**config.mk**
```make
export PLATFORM = sky130hd
export DESIGN_NAME = stepper_cmd_sequencer_flat
export DESIGN_NICKNAME = d
export VERILOG_FILES = /design/src/rtl/stepper_pkg.sv /design/src/rtl/stepper_cmd_sequencer_if.sv /design/src/rtl/sync_fifo.sv /design/src/rtl/stepper_cmd_sequencer.sv /design/src/flat_wrapper.sv
export SDC_FILE = /design/constraint.sdc
export NUM_CORES = 1
export LEC_CHECK = 0
export BUFFER_PORTS_ARGS = -buffer_cell sky130_fd_sc_hd__buf_2
export CAP_MARGIN = 25
export CORE_MARGIN = 10
export CORE_UTILIZATION = 58
export CTS_CLUSTER_SIZE = 14
export DETAILED_ROUTE_END_ITERATION = 10
export PLACE_DENSITY = 0.75
export SLEW_MARGIN = 5
export SYNTH_ARGS = -nofsm -noshare
export SYNTH_HDL_FRONTEND = slang
export SYNTH_HIERARCHICAL = 1
export SYNTH_SLANG_ARGS = --single-unit
export TNS_END_PERCENT = 10
```
**constraint.sdc**
```tcl
create_clock -name CLK100MHZ -period 3.35 [get_ports CLK100MHZ]
set_input_delay 0.1675 -clock CLK100MHZ [delete_from_list [all_inputs] [get_ports CLK100MHZ]]
set_output_delay 0.1675 -clock CLK100MHZ [all_outputs]
set_load 0.1 [all_outputs]
```
**src/rtl/stepper_pkg.sv**
```systemverilog
// Shared definitions for the stepper command path: command word field layout
// and the sequencer state encoding.
package stepper_pkg;

  localparam int TARGET_MSB = 20;
  localparam int DWELL_LSB  = 21;
  localparam int DWELL_MSB  = 30;
  localparam int DWELL_W    = DWELL_MSB - DWELL_LSB + 1;
  localparam int CMD_W      = 32;

  typedef enum logic [2:0] {
    ST_IDLE       = 3'd0,
    ST_ISSUE      = 3'd1,
    ST_WAIT_START = 3'd2,
    ST_WAIT_DONE  = 3'd3,
    ST_DWELL      = 3'd4
  } seq_state_t;

  function automatic logic [DWELL_W-1:0] cmd_dwell(input logic [CMD_W-1:0] cmd);
    return cmd[DWELL_MSB:DWELL_LSB];
  endfunction

endpackage

```
**src/rtl/stepper_cmd_sequencer_if.sv**
```systemverilog
// Signal bundle between the processor/driver side and the command sequencer.
interface stepper_cmd_sequencer_if #(
  parameter int DEPTH = 4
);
  import stepper_pkg::*;

  localparam int LVL_W = $clog2(DEPTH) + 1;

  // Handshakes: wr_en is a push qualified by !full in the same cycle (a write
  // while full is dropped and flagged in overflow); new_data is a one-cycle
  // issue strobe with no back-pressure, qualified by motor_busy being low
  // the cycle before; cmd_done is a one-cycle completion pulse.
  logic             wr_en;
  logic [CMD_W-1:0] wr_data;
  logic             clr_ovf;
  logic             motor_busy;
  logic [CMD_W-1:0] data_out;
  logic             new_data;
  logic             full;
  logic             empty;
  logic [LVL_W-1:0] level;
  logic             overflow;
  logic             seq_busy;
  logic             cmd_done;

  modport master (
    output wr_en, wr_data, clr_ovf, motor_busy,
    input  data_out, new_data, full, empty, level, overflow, seq_busy, cmd_done
  );

  modport slave (
    input  wr_en, wr_data, clr_ovf, motor_busy,
    output data_out, new_data, full, empty, level, overflow, seq_busy, cmd_done
  );

endinterface

```
**src/rtl/sync_fifo.sv**
```systemverilog
// Single-clock FIFO with extra-bit pointers; read data is registered on pop
// and holds its value until the next pop.
module sync_fifo #(
  parameter int DATA_W = 32,
  parameter int DEPTH  = 4
) (
  input  logic                     clk,
  input  logic                     rst_n,
  input  logic                     push,
  input  logic [DATA_W-1:0]        push_data,
  input  logic                     pop,
  output logic [DATA_W-1:0]        pop_data,
  output logic                     full,
  output logic                     empty,
  output logic [$clog2(DEPTH):0]   level
);

  localparam int AW = $clog2(DEPTH);

  logic [DATA_W-1:0] mem [DEPTH];
  logic [AW:0]       wr_ptr;
  logic [AW:0]       rd_ptr;
  logic              do_push;
  logic              do_pop;

  assign empty   = (wr_ptr == rd_ptr);
  assign full    = (wr_ptr[AW] != rd_ptr[AW]) && (wr_ptr[AW-1:0] == rd_ptr[AW-1:0]);
  assign level   = wr_ptr - rd_ptr;
  assign do_push = push && !full;
  assign do_pop  = pop && !empty;

  always_ff @(posedge clk) begin
    if (do_push) begin
      mem[wr_ptr[AW-1:0]] <= push_data;
    end
  end

  always_ff @(posedge clk) begin
    if (!rst_n) begin
      wr_ptr   <= '0;
      rd_ptr   <= '0;
      pop_data <= '0;
    end else begin
      if (do_push) begin
        wr_ptr <= wr_ptr + 1'b1;
      end
      if (do_pop) begin
        rd_ptr   <= rd_ptr + 1'b1;
        pop_data <= mem[rd_ptr[AW-1:0]];
      end
    end
  end

endmodule

```
**src/rtl/stepper_cmd_sequencer.sv**
```systemverilog
// Queues position commands and issues them to the stepper driver one at a
// time, waiting for each move and its dwell to finish before the next.
module stepper_cmd_sequencer
  import stepper_pkg::*;
#(
  parameter int DEPTH         = 4,
  parameter int CYCLES_PER_MS = 100000,
  parameter int START_TIMEOUT = 8
) (
  input  logic                    CLK100MHZ,
  input  logic                    CPU_RESETN,
  stepper_cmd_sequencer_if.slave  bus,
  output seq_state_t              state_dbg
);

  localparam int LVL_W = $clog2(DEPTH) + 1;
  localparam int TO_W  = (START_TIMEOUT > 1) ? $clog2(START_TIMEOUT) : 1;
  localparam int PRE_W = (CYCLES_PER_MS > 1) ? $clog2(CYCLES_PER_MS) : 1;
  localparam logic [TO_W-1:0]    TO_LAST  = TO_W'(START_TIMEOUT - 1);
  localparam logic [PRE_W-1:0]   PRE_LAST = PRE_W'(CYCLES_PER_MS - 1);
  localparam logic [DWELL_W-1:0] MS_ONE   = DWELL_W'(1);

  seq_state_t         state_q, state_d;
  logic [TO_W-1:0]    to_q, to_d;
  logic [DWELL_W-1:0] ms_q, ms_d;
  logic [PRE_W-1:0]   pre_q, pre_d;
  logic               pop;
  logic               done;
  logic               new_data_q;
  logic               overflow_q;

  logic [CMD_W-1:0]   head_q;
  logic               fifo_full;
  logic               fifo_empty;
  logic [LVL_W-1:0]   fifo_level;

  sync_fifo #(
    .DATA_W (CMD_W),
    .DEPTH  (DEPTH)
  ) u_fifo (
    .clk       (CLK100MHZ),
    .rst_n     (CPU_RESETN),
    .push      (bus.wr_en),
    .push_data (bus.wr_data),
    .pop       (pop),
    .pop_data  (head_q),
    .full      (fifo_full),
    .empty     (fifo_empty),
    .level     (fifo_level)
  );

  always_ff @(posedge CLK100MHZ) begin
    if (!CPU_RESETN) begin
      state_q    <= ST_IDLE;
      to_q       <= '0;
      ms_q       <= '0;
      pre_q      <= '0;
      new_data_q <= 1'b0;
    end else begin
      state_q    <= state_d;
      to_q       <= to_d;
      ms_q       <= ms_d;
      pre_q      <= pre_d;
      new_data_q <= pop;
    end
  end

  // The last millisecond finishes on the prescaler wrap itself, so a dwell
  // of N ms completes exactly N*CYCLES_PER_MS cycles after the move ends.
  always_comb begin
    state_d = state_q;
    to_d    = to_q;
    ms_d    = ms_q;
    pre_d   = pre_q;
    pop     = 1'b0;
    done    = 1'b0;
    unique case (state_q)
      ST_IDLE: begin
        if (!fifo_empty && !bus.motor_busy) begin
          pop     = 1'b1;
          state_d = ST_ISSUE;
        end
      end
      ST_ISSUE: begin
        to_d    = '0;
        state_d = ST_WAIT_START;
      end
      ST_WAIT_START: begin
        if (bus.motor_busy) begin
          state_d = ST_WAIT_DONE;
        end else if (to_q == TO_LAST) begin
          // Motor never started: target already reached, go straight to dwell.
          state_d = ST_DWELL;
          ms_d    = cmd_dwell(head_q);
          pre_d   = '0;
        end else begin
          to_d = to_q + 1'b1;
        end
      end
      ST_WAIT_DONE: begin
        if (!bus.motor_busy) begin
          state_d = ST_DWELL;
          ms_d    = cmd_dwell(head_q);
          pre_d   = '0;
        end
      end
      ST_DWELL: begin
        if (ms_q == '0 || (ms_q == MS_ONE && pre_q == PRE_LAST)) begin
          done    = 1'b1;
          state_d = ST_IDLE;
          ms_d    = '0;
          pre_d   = '0;
        end else if (pre_q == PRE_LAST) begin
          pre_d = '0;
          ms_d  = ms_q - 1'b1;
        end else begin
          pre_d = pre_q + 1'b1;
        end
      end
      default: state_d = ST_IDLE;
    endcase
  end

  // Set wins over clear when both happen in the same cycle.
  always_ff @(posedge CLK100MHZ) begin
    if (!CPU_RESETN) begin
      overflow_q <= 1'b0;
    end else if (bus.wr_en && fifo_full) begin
      overflow_q <= 1'b1;
    end else if (bus.clr_ovf) begin
      overflow_q <= 1'b0;
    end
  end

  // Strobes are masked while reset is held so nothing reaches the driver.
  assign bus.new_data = new_data_q && CPU_RESETN;
  assign bus.cmd_done = done && CPU_RESETN;
  assign bus.data_out = head_q;
  assign bus.full     = fifo_full;
  assign bus.empty    = fifo_empty;
  assign bus.level    = fifo_level;
  assign bus.overflow = overflow_q;
  assign bus.seq_busy = (state_q != ST_IDLE);
  assign state_dbg    = state_q;

  a_new_data_single: assert property (@(posedge CLK100MHZ) disable iff (!CPU_RESETN)
    new_data_q |=> !new_data_q);

  a_issue_follows_pop: assert property (@(posedge CLK100MHZ) disable iff (!CPU_RESETN)
    new_data_q |-> state_q == ST_ISSUE);

endmodule

```
**src/flat_wrapper.sv**
```systemverilog
// flat-port wrapper written by rule: the top's interface ports become plain ports
module stepper_cmd_sequencer_flat import stepper_pkg::*;
#(
  parameter int DEPTH         = 4,
  parameter int CYCLES_PER_MS = 100000,
  parameter int START_TIMEOUT = 8
)
  (CLK100MHZ, CPU_RESETN, state_dbg, bus_wr_en, bus_wr_data, bus_clr_ovf, bus_motor_busy, bus_data_out, bus_new_data, bus_full, bus_empty, bus_level, bus_overflow, bus_seq_busy, bus_cmd_done);
  stepper_cmd_sequencer_if #(.DEPTH(DEPTH)) bus_i ();
  input  logic CLK100MHZ;
  input  logic CPU_RESETN;
  output seq_state_t state_dbg;
  input wire logic [$bits(bus_i.wr_en)-1:0] bus_wr_en;
  input wire logic [$bits(bus_i.wr_data)-1:0] bus_wr_data;
  input wire logic [$bits(bus_i.clr_ovf)-1:0] bus_clr_ovf;
  input wire logic [$bits(bus_i.motor_busy)-1:0] bus_motor_busy;
  output wire logic [$bits(bus_i.data_out)-1:0] bus_data_out;
  output wire logic [$bits(bus_i.new_data)-1:0] bus_new_data;
  output wire logic [$bits(bus_i.full)-1:0] bus_full;
  output wire logic [$bits(bus_i.empty)-1:0] bus_empty;
  output wire logic [$bits(bus_i.level)-1:0] bus_level;
  output wire logic [$bits(bus_i.overflow)-1:0] bus_overflow;
  output wire logic [$bits(bus_i.seq_busy)-1:0] bus_seq_busy;
  output wire logic [$bits(bus_i.cmd_done)-1:0] bus_cmd_done;
  assign bus_i.wr_en = bus_wr_en;
  assign bus_i.wr_data = bus_wr_data;
  assign bus_i.clr_ovf = bus_clr_ovf;
  assign bus_i.motor_busy = bus_motor_busy;
  assign bus_data_out = bus_i.data_out;
  assign bus_new_data = bus_i.new_data;
  assign bus_full = bus_i.full;
  assign bus_empty = bus_i.empty;
  assign bus_level = bus_i.level;
  assign bus_overflow = bus_i.overflow;
  assign bus_seq_busy = bus_i.seq_busy;
  assign bus_cmd_done = bus_i.cmd_done;
  stepper_cmd_sequencer #(.DEPTH(DEPTH), .CYCLES_PER_MS(CYCLES_PER_MS), .START_TIMEOUT(START_TIMEOUT)) u_core (.CLK100MHZ(CLK100MHZ), .CPU_RESETN(CPU_RESETN), .bus(bus_i), .state_dbg(state_dbg));
endmodule
```
==> flow_summary.yaml, run 1 <==
synthesis:
  ys_types: 58
  synth-simple-area-share_pct: 9.13
  syn_inst: 531
  synth_top_cell_by_area: "edfxtp_1"
  postSynthAreaPerCell_sq_um: 15.2
  synth_mux_area_share_pct: 9.67
  synth_compound_area_share_pct: 8.40
  synth_top_family_by_area: "multiplexers"
  synth_edf_count: 128
  syn-num-nets: 582
  synthAdderAreaFrac_pct: 2.26
  synthFlopType: "edfxtp_1"
  synth_area_sq_um: 8070
  async_flop_share_pct: 0
  synth_xor_area_share_pct: 2.19
  seq_area_frac_synth_pct: 65.7
  synth_top_area_share_pct: 47.6
  ys_ff_latch: 201
  synthTopCellsByArea: "edfxtp_1 48%, dfxtp_1 18%, mux4_2 8.9%"
  yosysWarnings: 6
timing:
  hold_violations: 0
  slew_viol_final: 0
  fin_worst_skew_ns: 0.00815
  period_needed_ns: 2.94
  tns_ns: 0
  clock.fmax_mhz: 340
  relSlewSlack_pct: 30.0
  finalSetupViolCount: 0
  grt_setup_unrepaired: "false"
  tightest_slew_ns: 1.04
  post-route-period-util_pct: 87.7
die:
  die_h_um: 138
  io_pins: 81
  die_w_um: 138
  coreArea_sq_um: 13800
  start_util_pct: 58.6
  die_area_sq_um: 19000
  std_cell_rows: 43
global_routing:
  grt_pass1_wl_um: 27000
  busiest_layer: "met2"
  grt_util_met3_pct: 4.42
  grt_util_met2_pct: 30.4
  grt_max_degree: 36
  gr-total-overflow: 0
  use_met1_pct: 22.6
  grt_pass1_vias: 5107
  antenna_found_initial: 0
  track_usage_pct: 17.9
clock_tree:
  numCtsBuffers: 21
  worstSkewPairLatency_ns: 0.49
  root_buffer: "clkbuf_16"
  cts_tree: "built"
  clk_pin_slew_worst_paths_ns: 0.06
  cts_hold_buf: 35
  cts_setup_buffers: 0
  cts_resized: 0
  cts.sinks: 201
  clockBufferDepth: 3
  htreeDepth: 1
final_layout:
  nNetsFinal: 706
  final_cells: 850
  final_util_pct: 70.1
  drive_gt1_share_pct: 24.9
  final_common_cell: "edfxtp_1"
  antenna_cells: 0
  area_growth_syn_to_layout_pct: 19.7
  final_cell_mix: "128 x edfxtp_1, 80 x buf_2, 71 x dfxtp_1, 35 x dlygate4sd3_1"
  fillers: 935
worst_setup_path:
  worstSetupPathType: "flip-flop to primary output"
  crit_path_end_kind: "primary output"
  r2r_start: "u_core/pre_q[0]"
  cp_max_fo: 9
  cp.required_ns: 3.18
  r2r_slack_ns: 0.67
  start_kind: "flip-flop"
  reg2reg_depth: 6
  r2r_end: "u_core/ms_q[1]"
  worstPathArrival_ns: 2.77
place:
  placed_cells: 777
  post-dp-hpwl_um: 10300
  io_buffers: 80
  finalWeightedCongestion: 0.901
drt:
  drc: 0
  final_antenna_net_count: 0
  drtIter0Drc: 320
  via_count: 5037
  dr.pass1.iters: 5
  via_per_inst: 5.93
  wl_per_cell_um: 19.8
  totalWireLength_um: 16800
run_status:
  status: "completed"
power_and_ir_drop:
  p_switching_uw: 1610
  pwr-share-comb_pct: 15.3
  power.leakage_uw: 0.00352
  internal_power_uw: 4200
  switching_share_pct: 27.7
  seqPwrFrac_pct: 48.6
  p_per_area_nw_per_um2: 602
  clockPowerShare_pct: 36.1
  ir_drop_uv: 534
  finalPower_uw: 5810
worst_hold_path:
  hp-start: "bus_wr_en"
  hold_end: "u_core/u_fifo/wr_ptr[1]"
  hp-class: "primary input to flip-flop"
  holdPathStages: 3
flow_run:
  max_cap_viol_count: 0
==> critical path: stages, from the launching register on <==
cell,delay (ns)
dfxtp_1,0.37
ha_1,0.21
nand4_1,0.35
nor4_4,0.61
a21oi_1,0.18
nor2_1,0.13
buf_2,0.43
==> stage by stage <==
stage | worst slack (ns) | hold slack, ns | area, sq um
floorplan | 0.0705 | 0.266 | 8070
global placement | 0.760 | 0.378 | 8680
detailed placement | 0.722 | 0.385 | 8680
CTS | 0.372 | 0.155 | 9660
global route | 0.232 | 0.179 | 9660
finish | 0.412 | 0.180 | 9660
==> flip-flops by register name (all words and copies together) (netlist names) <==
name	cells
u_core/u_fifo/mem	128
u_core/u_fifo/pop_data	32
u_core/pre_q	17
u_core/ms_q	10
u_core/state_dbg	3
u_core/to_q	3
u_core/u_fifo/rd_ptr	3
u_core/u_fifo/wr_ptr	3
u_core/bus.overflow	1
u_core/new_data_q	1
==> worst max path at each step <==
| stage | startpoint | endpoint | slack, ns | depth (start not counted) |
|---|---|---|---|---|
| 2_1_floorplan | u_core/state_dbg[2] | bus_cmd_done | 0.07 | 4 |
| 3_3_place_gp | u_core/pre_q[0] | u_core/ms_q[1] | 0.76 | 6 |
| 3_5_place_dp | u_core/pre_q[0] | u_core/ms_q[1] | 0.72 | 6 |
| 4_1_cts | u_core/pre_q[0] | bus_cmd_done | 0.37 | 6 |
| 5_1_grt | u_core/pre_q[0] | bus_cmd_done | 0.23 | 6 |
| 6_report | u_core/pre_q[0] | bus_cmd_done | 0.41 | 6 |
==> logic make-up (layout without fill, tap and decap cells) <==
family	count (synthesis)	in the layout
buffers and inverters	41	180
adder cells (fa/ha/maj)	14	14
AO/OA/AOI/OAI	87	87
multiplexers	38	38
flip-flops	201	201
XOR/XNOR	18	18
AND/OR/NAND/NOR	132	132
==> metal layers <==
metal	share of wire, %	up-vias
met5	0	-
met4	1.7	0
met3	6.5	26
met2	50	143
met1	42	2537
li1	-	2331
==> area by class of cell <==
cell class | instances | area, sq um | share of cell area [%]
Clock buffer | 27 | 568 | 5.88
Clock inverter | 11 | 57.6 | 0.596
Inverter | 18 | 67.6 | 0.700
Multi-Input combinational cell | 289 | 2560 | 26.5
Sequential cell | 201 | 5310 | 55.0
Tap cell | 180 | 225 | 2.33
Timing Repair Buffer | 124 | 868 | 8.99
==> cells in the mapped netlist (2+ instances only) <==
master / count
mux2i_1: 6
xnor2_1: 14
nor4_1: 11
inv_1: 18
buf_2: 6
or3_1: 4
a211oi_1: 6
a221oi_1: 2
a31oi_1: 4
edfxtp_1: 128
clkbuf_1: 9
mux4_2: 32
a211o_1: 2
and2_1: 9
o22ai_1: 4
dfxtp_1: 73
a22o_1: 32
a21oi_1: 16
nand3_1: 8
nor3_1: 7
nand2_1: 22
nand4_1: 7
ha_1: 13
xor2_1: 3
or4_1: 3
nand4b_1: 4
nor3b_1: 5
o21ai_0: 5
nor2_1: 33
and4_1: 2
nand2b_1: 9
buf_6: 6
a22oi_1: 3
==> power groups by stage <==
stage	Combinational [uW]	Clock (uW)	Sequential [uW]
floorplan	411	0	3150
global placement	852	0	2870
detailed placement	865	0	2880
CTS	900	2150	2830
global route	943	2260	2840
finish	890	2100	2830
Power figures use the tool's default switching activity.
==> inputs of run 2 (changes only) <==
--- a/config.mk
+++ b/config.mk
@@ -8,10 +8,11 @@
 export BUFFER_PORTS_ARGS = -buffer_cell sky130_fd_sc_hd__buf_2
 export CAP_MARGIN = 25
 export CORE_MARGIN = 10
-export CORE_UTILIZATION = 58
+export CORE_UTILIZATION = 61
+export CTS_BUF_LIST = sky130_fd_sc_hd__clkbuf_8
 export CTS_CLUSTER_SIZE = 14
 export DETAILED_ROUTE_END_ITERATION = 10
-export PLACE_DENSITY = 0.75
+export PLACE_DENSITY = 0.78
 export SLEW_MARGIN = 5
 export SYNTH_ARGS = -nofsm -noshare
 export SYNTH_HDL_FRONTEND = slang
==> constraint.sdc (replaced) <==
create_clock -name CLK100MHZ -period 3.35 [get_ports CLK100MHZ]
set_input_delay 0.1675 -clock CLK100MHZ [delete_from_list [all_inputs] [get_ports CLK100MHZ]]
set_output_delay 0.1675 -clock CLK100MHZ [all_outputs]
set_load 0.01 [all_outputs]
==> run 2 against run 1 <==
Count of clock-buffer cells in the layout is 9 higher. Critical path type unchanged. Clock skew is 0.0046 ns higher. Via count is 0.48% lower. Hold slack worse by 0.11 ns.
==> flow_summary.yaml, run 2 (synthesized netlist as in run 1, its figures left out) <==
run_status:
  status: "completed"
global_routing:
  grt_pass1_wl_um: 27400
  grt_pass1_vias: 5224
  grt_max_degree: 36
  gr-total-overflow: 0
  track_usage_pct: 18.7
  antenna_found_initial: 0
die:
  coreArea_sq_um: 12800
  io_pins: 81
  start_util_pct: 63.2
  die_h_um: 135
  std_cell_rows: 41
  die_area_sq_um: 18200
  die_w_um: 135
drt:
  highest_layer: "met4"
  wl_met2_um: 8740
  wl_per_cell_um: 19.7
  wirelength_met1_um: 6910
  via_per_inst: 5.81
  dr_wl_met3_um: 1130
  drtIter0Drc: 368
  drc: 0
  dr.pass1.iters: 5
  totalWireLength_um: 17000
  final_antenna_net_count: 0
  via_count: 5013
power_and_ir_drop:
  clockPowerShare_pct: 37.9
  pwr-share-comb_pct: 9.8
  ir_drop_uv: 460
  power.leakage_uw: 0.00357
  switching_share_pct: 23.3
  p_switching_uw: 1260
  finalPower_uw: 5400
  internal_power_uw: 4150
  seqPwrFrac_pct: 52.3
  p_per_area_nw_per_um2: 561
clock_tree:
  cts_setup_buffers: 0
  worstSkewPairLatency_ns: 0.55
  clockBufferDepth: 3
  root_buffer: "clkbuf_8"
  numCtsBuffers: 31
  cts_tree: "built"
  htreeDepth: 1
  clk_pin_slew_worst_paths_ns: 0.07
  cts.sinks: 201
timing:
  clock.fmax_mhz: 371
  tightest_slew_ns: 1.05
  period_needed_ns: 2.70
  finalSetupViolCount: 0
  grt_setup_unrepaired: "false"
  hold_violations: 0
  post-route-period-util_pct: 80.5
  fin_worst_skew_ns: 0.0128
  timing.final.ws_setup_ns: 0.654
  slew_viol_final: 0
  tns_ns: 0
  relSlewSlack_pct: 29.4
final_layout:
  final_cells: 863
  final_cell_area_sq_um: 9640
  final_cell_mix: "128 x edfxtp_1, 80 x buf_2, 71 x dfxtp_1, 36 x clkbuf_8, 35 x dlygate4sd3_1"
  fillers: 781
  area_growth_syn_to_layout_pct: 19.5
  register_area_sq_um: 5310
  nNetsFinal: 717
  multiInputGateArea_sq_um: 2560
  final_common_cell: "edfxtp_1"
  largest_reg_flops: 128
  antenna_cells: 0
  drive_gt1_share_pct: 26.0
place:
  finalWeightedCongestion: 0.820
  placed_cells: 769
  io_buffers: 80
  pre_cts_ws_ns: 0.699
  post-dp-hpwl_um: 10100
  dpl_cell_area_sq_um: 8620
worst_setup_path:
  crit_path_end_kind: "primary output"
  slowest_delay_ns: 0.62
  worstPathArrival_ns: 2.53
  cp_slowest_cell: "nor4_4"
  critical_path.top_delay_family: "simple AND/OR/NAND/NOR gates"
  worstSetupPathType: "flip-flop to primary output"
  cp.required_ns: 3.18
  r2r_slack_ns: 0.70
  path_cells: "ha_1 > nand4_1 > nor4_4 > a21oi_1 > nor2_1 > buf_2"
  worstPathBufferInverterCount: 1
  cp_max_fo: 9
  start_kind: "flip-flop"
flow_run:
  max_cap_viol_count: 0
worst_hold_path:
  hp-class: "primary input to flip-flop"
run 2: final timing paths:
| kind | startpoint | to | cells past startpoint |
|---|---|---|---|
| worst min-delay path | bus_wr_en | u_core/u_fifo/wr_ptr[2] | 4 |
| worst max register to register | u_core/pre_q[0] | u_core/ms_q[1] | 6 |
| worst min register to register | u_core/u_fifo/pop_data[2] | u_core/u_fifo/pop_data[2] | 1 |
| worst max-delay path | u_core/pre_q[0] | bus_cmd_done | 6 |
run 2: worst min-delay path, cell delays in order:
cell and delay (ns):
buf_2 0.11, nand4b_1 0.09, a21oi_1 0.12, a311o_1 0.11
run 2: power groups by stage:
stage | registers [uW] | logic (uW) | clock network [uW]
after detailed placement | 2880 | 483 | 0
after CTS | 2830 | 521 | 2080
final | 2830 | 530 | 2050
after global placement | 2870 | 470 | 0
after floorplan | 2880 | 314 | 0
after global routing | 2840 | 579 | 2200
run 2: cell type report:
cell class                 instances  area share (%)
sequential                       201            55.1
multi-input combinational        289            26.6
timing repair buffer             125            8.77
clock buffer                      36            5.14
tap                              172            2.23
clock inverter                    22            1.54
inverter                          18           0.701
run 2: routing by layer:
layer  GRT usage [%]  vias to the layer above
li1                -                     2355
met1            22.8                     2476
met2            32.4                      160
met3            4.75                       22
met4            4.55                        0
met5               0                        -
run 2: through the flow:
stage,util [%],hold WS (ns)
floorplan,-,0.266
global placement,67.5,0.376
detailed placement,67.5,0.382
CTS,75.3,0.0438
global route,75.5,0.0868
finish,75.5,0.0722
run 2: timing repair:
item                      4_1_cts  5_1_grt
hold endpoints to repair      131        0
hold buffers                   35        0
gates resized for setup         0        0
==> inputs of run 3 (changes only) <==
--- a/config.mk
+++ b/config.mk
@@ -5,14 +5,15 @@
 export SDC_FILE = /design/constraint.sdc
 export NUM_CORES = 1
 export LEC_CHECK = 0
+export ABC_AREA = 1
 export BUFFER_PORTS_ARGS = -buffer_cell sky130_fd_sc_hd__buf_2
 export CAP_MARGIN = 25
 export CORE_MARGIN = 10
-export CORE_UTILIZATION = 61
+export CORE_UTILIZATION = 62
 export CTS_BUF_LIST = sky130_fd_sc_hd__clkbuf_8
 export CTS_CLUSTER_SIZE = 14
 export DETAILED_ROUTE_END_ITERATION = 10
-export PLACE_DENSITY = 0.78
+export PLACE_DENSITY = 0.79
 export SLEW_MARGIN = 5
 export SYNTH_ARGS = -nofsm -noshare
 export SYNTH_HDL_FRONTEND = slang
==> constraint.sdc (replaced) <==
create_clock -name CLK100MHZ -period 2.7 [get_ports CLK100MHZ]
set_input_delay 0.135 -clock CLK100MHZ [delete_from_list [all_inputs] [get_ports CLK100MHZ]]
set_output_delay 0.135 -clock CLK100MHZ [all_outputs]
set_load 0.01 [all_outputs]
==> run 3 against run 2 <==
Clock power rose by 18%. Clock skew fell by 0.0013 ns. Final cell count rose by 65%. Register-to-register slack got worse by 0.19 ns. Sequential cell count did not move. Cell area rose by 11%. Hold slack improved by 0.15 ns. First-iteration DRC count rose by 24%. Core utilization fell by 1.6 points. Count of clock-buffer cells in the layout did not move. Critical path type unchanged.
==> flow_summary.yaml, run 3 <==
run_status:
  status: "completed"
drt:
  via_per_inst: 4.98
  drtIter0Drc: 457
  via_count: 7098
  totalWireLength_um: 19700
  final_antenna_net_count: 0
  dr.pass1.iters: 5
  wl_per_cell_um: 13.8
  drc: 0
timing:
  slew_viol_final: 0
  grt_setup_unrepaired: "false"
  finalSetupViolCount: 0
  holdWs_ns: 0.224
  relSlewSlack_pct: 47.2
  clock.fmax_mhz: 433
  tightest_slew_ns: 0.791
  period_needed_ns: 2.31
  timing.final.ws_setup_ns: 0.392
  post-route-period-util_pct: 85.5
  fin_worst_skew_ns: 0.0115
  hold_violations: 0
final_layout:
  nNetsFinal: 1266
  fillers: 1055
  final_util_pct: 73.9
  area_growth_syn_to_layout_pct: 17.5
  final_cell_mix: "404 x nand2_1, 165 x inv_1, 141 x nor2_1, 128 x edfxtp_1, 80 x buf_2"
  largest_reg_flops: 128
  drive_gt1_share_pct: 12.7
  final_common_cell: "nand2_1"
die:
  coreArea_sq_um: 14500
  die_area_sq_um: 19900
  std_cell_rows: 44
  die_h_um: 141
  io_pins: 81
  die_w_um: 141
  start_util_pct: 62.9
power_and_ir_drop:
  power.leakage_uw: 0.00521
  switching_share_pct: 36.7
  ir_drop_uv: 602
  pwr-share-comb_pct: 33.3
  seqPwrFrac_pct: 41.3
  clockPowerShare_pct: 25.4
  finalPower_uw: 9540
  p_switching_uw: 3510
  internal_power_uw: 6040
  p_per_area_nw_per_um2: 892
global_routing:
  grt_max_degree: 69
  grt_pass1_wl_um: 33100
  antenna_found_initial: 1
  gr-total-overflow: 0
  track_usage_pct: 19.9
  grt_pass1_vias: 7014
worst_setup_path:
  cp_max_fo: 12
  worstSetupPathType: "flip-flop to primary output"
  cp.required_ns: 2.57
  r2r_slack_ns: 0.51
  crit_path_end_kind: "primary output"
  worstPathArrival_ns: 2.17
  start_kind: "flip-flop"
synthesis:
  synth_top_cell_by_area: "edfxtp_1"
  yosysMostFrequentCell: "nand2_1"
  seq_area_frac_synth_pct: 58.2
  ys_types: 30
  async_flop_share_pct: 0
  yosysWarnings: 6
  synth_common_cells: "404 x nand2_1, 156 x inv_1, 145 x nor2_1"
  syn_inst: 1090
  synth_xor_area_share_pct: 0.962
  postSynthAreaPerCell_sq_um: 8.36
  synth_compound_area_share_pct: 1.76
  syn-num-nets: 1141
  synth_top_family_by_area: "simple AND/OR/NAND/NOR gates"
  synth_edf_count: 128
  synthAdderAreaFrac_pct: 2.01
  synthFlopType: "edfxtp_1"
  synth_top_area_share_pct: 42.2
  synthTopCellsByArea: "edfxtp_1 42%, nand2_1 17%, dfxtp_1 16%"
  synth_mux_area_share_pct: 0.110
  synth-simple-area-share_pct: 27.8
  synth_area_sq_um: 9110
  ys_ff_latch: 201
clock_tree:
  clk_pin_slew_worst_paths_ns: 0.06
  cts.sinks: 201
  worstSkewPairLatency_ns: 0.51
  clockBufferDepth: 3
  numCtsBuffers: 34
  root_buffer: "clkbuf_8"
  cts_tree: "built"
  cts_setup_buffers: 0
  htreeDepth: 2
place:
  io_buffers: 80
  pre_cts_ws_ns: 0.523
  post-dp-hpwl_um: 11700
  finalWeightedCongestion: 0.825
flow_run:
  max_cap_viol_count: 0
worst_hold_path:
  hp-class: "primary input to flip-flop"
## run 3: metrics by stage
stage                     std cells  cell area, sq um  setup TNS [ns]
after global placement         1327              9730               0
after detailed placement       1327              9730               0
after CTS                      1424             10700               0
final                          1425             10700               0
after floorplan                1090              9120           -6.75
after global routing           1425             10700               0
## run 3: per-layer routing
layer	GRT usage (%)	wire [um]	share of wire, %	up-vias
met5	0	0	0	-
met4	5.76	416	2.1	0
met3	5.04	1180	6.0	42
met2	35.0	9890	50	176
met1	23.4	8210	42	3258
li1	-	-	-	3622
## run 3: logic make-up (layout without fill, tap and decap cells)
group,Yosys count,in the layout
other cells,0,1
flops,201,201
simple gates,632,632
buf+inv,202,352
compound gates,30,30
xor+xnor,10,10
fa+ha+maj,14,14
mux,1,1
## run 3: path summary, 6_finish.rpt
kind                                start  cells past startpoint                       end
setup / recovery          u_core/pre_q[0]                      9              bus_cmd_done
hold / removal                 CPU_RESETN                      3       u_core/state_dbg[2]
setup reg to reg  u_core/u_fifo/wr_ptr[0]                      8  u_core/u_fifo/mem[1][11]
hold reg to reg           u_core/pre_q[0]                      2           u_core/pre_q[0]
## run 3: power by group through the flow
stage	combinational [uW]	clock [uW]	sequential [uW]
after floorplan	2170	0	4020
after global placement	3030	0	3980
after detailed placement	3110	0	4000
after CTS	3180	2480	3940
after global routing	3650	2650	3980
final	3180	2420	3940
## run 3: area by class of cell
cell class | instances | area [sq um] | share of cell area (%)
well taps | 184 | 230 | 2.15
repair buffers | 132 | 956 | 8.93
clock buffers | 36 | 495 | 4.63
inverters | 159 | 597 | 5.58
multi-input cells | 687 | 3000 | 28.0
clock inverters | 25 | 114 | 1.06
diodes | 1 | 2.50 | 0.0234
flip-flops and latches | 201 | 5310 | 49.6
## run 3: critical path: stages, from the launching register on
cell      delay (ns)
dfxtp_1         0.36
ha_1            0.18
nand2_1         0.07
nor2_1          0.19
nand2_1         0.07
nor2_1          0.15
nand2_1         0.10
buf_4           0.19
a211oi_1        0.19
buf_2           0.16
## run 3: what timing repair did
item / in CTS / in global routing
hold buffers: 36 / 0
gates resized for setup: 0 / 0
endpoints found under the hold margin: 134 / 0
